[src/rtl/enc_8_3_seq.sv]
// Sequential 8-to-3 encoder: accepts a multi-hot vector and streams the index
// of each set bit, lowest first, one index per output handshake.
module enc_8_3_seq (
  input  logic       clk,
  input  logic       rst,
  input  logic       in_valid,
  output logic       in_ready,
  input  logic [7:0] d,
  output logic       out_valid,
  input  logic       out_ready,
  output logic [2:0] a,
  output logic       last,
  output logic [3:0] count
);

  typedef enum logic {IDLE, SCAN} state_t;

  state_t     state, state_next;
  logic [7:0] pend, pend_next;
  logic [3:0] cnt, cnt_next;
  logic [2:0] low_idx;
  logic       one_left;
  logic       take_in;
  logic       beat;

  function automatic logic [3:0] popcount8(input logic [7:0] v);
    logic [3:0] pc;
    pc = 4'd0;
    for (int i = 0; i < 8; i++) pc = pc + {3'b000, v[i]};
    return pc;
  endfunction

  // Descending scan so the lowest set bit is the last (winning) assignment.
  always_comb begin
    low_idx = 3'd0;
    for (int i = 7; i >= 0; i--) begin
      if (pend[i]) low_idx = i[2:0];
    end
  end

  assign one_left  = (pend != 8'd0) && ((pend & (pend - 8'd1)) == 8'd0);
  assign out_valid = (state == SCAN);
  assign a         = out_valid ? low_idx : 3'd0;
  assign last      = out_valid & one_left;
  assign count     = cnt;
  assign in_ready  = ~rst & ((state == IDLE) | (out_valid & one_left & out_ready));
  assign take_in   = in_valid & in_ready;
  assign beat      = out_valid & out_ready;

  // NOTE: every signal driven here gets a default first so no path leaves it
  // unassigned, which would otherwise infer a latch.
  always_comb begin
    state_next = state;
    pend_next  = pend;
    cnt_next   = cnt;
    if (take_in) begin
      // A zero vector is consumed without producing any output beat.
      pend_next  = d;
      cnt_next   = popcount8(d);
      state_next = (d != 8'd0) ? SCAN : IDLE;
    end else if (beat) begin
      if (one_left) begin
        pend_next  = 8'd0;
        cnt_next   = 4'd0;
        state_next = IDLE;
      end else begin
        pend_next = pend & ~(8'd1 << low_idx);
      end
    end
  end

  // NOTE: registers use non-blocking assignments so every flop samples the
  // values from before this edge regardless of statement order.
  always_ff @(posedge clk) begin
    if (rst) begin
      state <= IDLE;
      pend  <= 8'd0;
      cnt   <= 4'd0;
    end else begin
      state <= state_next;
      pend  <= pend_next;
      cnt   <= cnt_next;
    end
  end

endmodule

[config.mk]
export PLATFORM = sky130hd
export DESIGN_NAME = enc_8_3_seq
export DESIGN_NICKNAME = d
export VERILOG_FILES = /design/src/rtl/enc_8_3_seq.sv
export SDC_FILE = /design/constraint.sdc
export NUM_CORES = 1
export LEC_CHECK = 0
export ABC_AREA = 1
export BUFFER_PORTS_ARGS = -buffer_cell sky130_fd_sc_hd__buf_2
export CORE_MARGIN = 1.5
export CORE_UTILIZATION = 58
export CTS_CLUSTER_DIAMETER = 200
export DETAILED_ROUTE_END_ITERATION = 10
export GPL_TIMING_DRIVEN = 0
export PLACE_DENSITY = 0.8
export SLEW_MARGIN = 10
export SYNTH_ARGS = -nofsm -noshare
export SYNTH_HDL_FRONTEND = slang
export SYNTH_SLANG_ARGS = --single-unit
export TNS_END_PERCENT = 100
[constraint.sdc]
create_clock -name clk -period 4.9 [get_ports clk]
set_input_delay 0.245 -clock clk [delete_from_list [all_inputs] [get_ports clk]]
set_output_delay 0.245 -clock clk [all_outputs]
set_load 0.1 [all_outputs]
Word-level counts from Yosys, hierarchy flattened
Cells that the tools add are included.
- register bits after elaboration: 13
- bits of input ports: 12
- add/sub/neg operators: 8
- shifts and indexed selects: 1
- multiplexer cells: 19
- bitwise logic cells: 11
- reduce and logical (&&, ||, !) cells: 7
- operators with widths (cell ; number):
    3-bit two-way mux ; 9
    8-bit two-way mux ; 3
    4-bit by 1-bit adder with 4-bit output ; 4
    8-bit AND ; 2
    8-bit nonzero test ; 2
    4-bit two-way mux ; 3
    8-bit zero test ; 1
    8-bit NOT ; 1
    1-bit by 3-bit left shift with 8-bit output, first input constant ; 1
    8-bit by 1-bit subtractor with 8-bit output, second input constant ; 1
    1-bit AND ; 5
    3-bit by 1-bit adder with 4-bit output ; 1
    1-bit two-way mux ; 4
    2-bit nonzero test ; 2
    2-bit by 1-bit adder with 3-bit output ; 1
    1-bit by 1-bit adder with 2-bit output ; 1
    1-bit NOT ; 2
    2-bit AND reduction ; 1
    1-bit logical AND ; 1
    1-bit bitwise OR ; 1

Longest topological paths before layout
- depth in word-level cells: 14
- depth in mapped cells: 15
- gate-level depth less buffers: 15

Least setup slack after synthesis
Ideal clock, no wire load.
- path type: register -> output
- from: reg state (netlist: out_valid)
- to: out in_ready
- arrival time: 3087 ps
- data required time: 4655 ps
- setup slack: 1568 ps
- stages on the path, launching flop included: 7
- buffers on the path: 0
- path through: dfxtp_1 nand2_1 inv_2 nand4_4 nand2_4 inv_1 nor2_1
- longest elaborated chain between the ends: 4
- elaborated cells between the ends (all ways): 5
- those cells by class: bitwise (5)
- RTL lines (item ; RTL line ; source):
    start, declared ; 18 ; state_t state, state_next;
    start signal, assigned ; 80 ; state <= state_next;
    1-bit AND (2 in series) ; 46 ; assign in_ready = ~rst & ((state == IDLE) | (out_valid & one_left & out_ready));
    1-bit bitwise OR * ; 46 ;
    1-bit AND * ; 46 ;
    end, declared ; 7 ; output logic in_ready,
Every way passes the cells marked *; elsewhere a longest branch is shown, timed or not.

Worst setup path after layout
- from: in d[0]
- to: reg cnt[2] (netlist: count[2])
- longest elaborated chain between the ends: 8
- RTL lines (item ; RTL line ; source):
    start, declared ; 8 ; input logic [7:0] d,
    1-bit by 1-bit adder with 2-bit output ; 29 ; for (int i = 0; i < 8; i++) pc = pc + {3'b000, v[i]};
    2-bit by 1-bit adder with 3-bit output ; 29 ;
    3-bit by 1-bit adder with 4-bit output ; 29 ;
    4-bit by 1-bit adder with 4-bit output (4 in series) ; 29 ;
    4-bit two-way mux ; 56 ; if (take_in) begin
    end signal, assigned ; 82 ; cnt <= cnt_next;
    end, declared ; 20 ; logic [3:0] cnt, cnt_next;
No other way between the ends.
A chain may end at the register's enable or synchronous reset.

==> reports/qor.yml <==
run_status:
  outcome: "completed"
yosys:
  yosys.area_share.simple_pct: 40.1
  synth_top_family_by_area: "simple AND/OR/NAND/NOR gates"
  synth_warnings: 0
  synth_seq_cells: 13
  syn_area_mm2: 0.00112
  synth_compound_area_share_pct: 11.2
  syn_nets: 185
  syn_inst: 165
  syn-mean-instance-area_um2: 6.79
  synth_cell_types: 27
  synth_seq_area_share_pct: 23.2
  synthAdderAreaFrac_pct: 11.6
  synth_mux_area_share_pct: 0
  synth_xor_xnor_area_share_pct: 0.781
hold_path:
  hold_path.class: "in2reg"
  holdPathStages: 3
timing:
  relSlewSlack_pct: 67.9
  fin_setup_tns_ns: 0
  setup_viol: 0
  max_freq_mhz: 370
  drv_slew: 0
  clock_skew_ns: 0.00176
  worst_pin_slew_ns: 0.485
  post-route-period-util_pct: 55.1
  min_period_ns: 2.70
  rsz0062_at_grt: "false"
  hold_viol: 0
floorplan:
  num_rows: 15
  start_util_pct: 63.5
  chipWidth_um: 47.0
  dieArea_mm2: 0.00221
  core_area_mm2: 0.00176
  io_pins: 22
  die-height_um: 47.0
setup_path:
  worstPathArrival_ns: 2.91
  crit_path_end_kind: "register"
  required_ns: 5.11
  startpoint_type: "input port"
  reg2reg_depth: 8
  cp_max_fo: 2
  crit_type: "in2reg"
final_layout:
  final_layout_size_suffix_gt1_share_pct: 23.3
  fin_util_pct: 72.5
  mostFrequentLayoutCells: "nand2_1 (45), inv_1 (27), buf_2 (21)"
  layout_commonest_cell: "nand2_1"
  fin_cells: 214
  design_area_mm2: 0.00128
  area_delta_synth_final_pct: 14.1
  multi_input_area_um2: 713
  nNetsFinal: 210
  n_fill_cell: 177
  ff_latch_area_um2: 260
  antenna-diode-count: 0
pwr:
  p_leak_nw: 0.691
  power_density_mw_per_mm2: 292
  total_power_w: 0.000373
  peakVddDrop_mv: 0.146
global_route:
  busiest_layer: "met2"
  grt_pass1_wl_um: 3830
  met1_usage_pct: 33.9
  grt_use_met3_pct: 5.38
  grt_usage_pct: 24.7
  grt_max_degree: 11
  grt_util_met2_pct: 38.6
  antenna_found_initial: 0
  grt_pass1_vias: 917
  grt-ovfl-total: 0
place:
  dpl.cell_count: 210
  io_buffers: 20
  dpl.hpwl_um: 1910
  dpl_cell_area_mm2: 0.00125
  finalWeightedCongestion: 0.925
clock_tree:
  clock_sinks: 13
  clk_latency_ns: 0.27
  cts_tree: "done"
  cts_setup_buffers: 0
  clk_path_buf_depth: 2
  cts_made_buffers: 3
  ctsHtreeMaxLevel: 1
  root_buffer: "clkbuf_4"
  clkSlewWorstSetupHoldPaths_ns: 0.08
  cts_hold_buf: 0
  post_cts_resized: 0
routing:
  vias: 1097
  drt_iter0_drc: 25
  wl_um: 2300
  viasPerCell: 5.13
  route.detailed.drc: 0
  ant_nets: 0
  first_pass_iters: 4
  post_drt_wl_per_cell_um: 10.7
run:
  drv_cap: 0
==> state kept, by name, summed over array words and instances, names as in the netlist <==
| signal | count |
|---|---|
| out_valid | 1 |
| pend | 8 |
| count | 4 |
==> cells by family after synthesis <==
kind of cell,Yosys count
flops,13
fa+ha+maj,8
simple gates,89
compound gates,20
xor+xnor,1
buf+inv,34
==> power breakdown <==
part / total, W / internal (W) / switching [W]
registers: 0.000123 / 0.000114 / 0.00000880
logic: 0.000185 / 0.0000518 / 0.000133
clock network: 0.0000653 / 0.0000315 / 0.0000338
total: 0.000373 / 0.000197 / 0.000176
==> routing by layer <==
metal | share of wire (%) | vias to the layer above
met4 | 0.83 | 0
met3 | 5.5 | 2
met1 | 47 | 479
met2 | 47 | 40
met5 | 0 | -
li1 | - | 576
==> critical path, stage by stage <==
cell and delay (ns):
buf_2 0.12, fa_1 0.53, inv_1 0.05, fa_1 0.45, fa_1 0.50, inv_1 0.05, ha_1 0.20, fa_1 0.38
xor2_1 0.16, nand4_1 0.11, a21oi_1 0.12
==> metrics by stage <==
step | hold WS (ns) | worst slack [ns]
detailed placement | 0.502 | 1.90
CTS | 0.217 | 2.18
global route | 0.222 | 2.12
floorplan | 0.355 | 1.57
finish | 0.219 | 2.20
global placement | 0.486 | 1.94
==> worst paths after layout <==
kind                   end  slack (ns)       from
setup / recovery  count[2]        2.20       d[0]
hold / removal     pend[7]        0.22       d[7]
setup reg to reg   pend[1]        3.22  out_valid
hold reg to reg   count[1]        0.53   count[1]
==> cells in the mapped netlist <==
master    count  area (um2)
ha_1          4        50.1
clkbuf_8      1        13.8
a31oi_1       2        12.5
o21ai_2       1        8.76
nand2_1      45         169
nand3_4       1        17.5
buf_2         1        5.00
a21oi_2       1        8.76
nand2_2       4        25.0
nand2_4       3        33.8
fa_1          4        80.1
clkinv_2      1        5.00
nor2_2        1        6.26
nand3_1       5        25.0
dfxtp_1      13         260
nand4_4       1        21.3
a21oi_1       6        30.0
nor2_1       18        67.6
o311ai_0      4        35.0
inv_1        27         101
xor2_1        1        8.76
inv_2         2        7.51
nand4_1       8        50.1
buf_6         1        11.3
o21ai_0       6        30.0
nor2_4        3        33.8
clkbuf_1      1        3.75
==> layout make-up <==
type                            count  area share [%]
Buffer                              4            2.64
Clock buffer                        4            2.05
Inverter                           30            8.90
Multi-Input combinational cell    118            55.8
Sequential cell                    13            20.4
Tap cell                           25            2.45
Timing Repair Buffer               20            7.83
No activity file was read; power rests on OpenSTA's default activity.
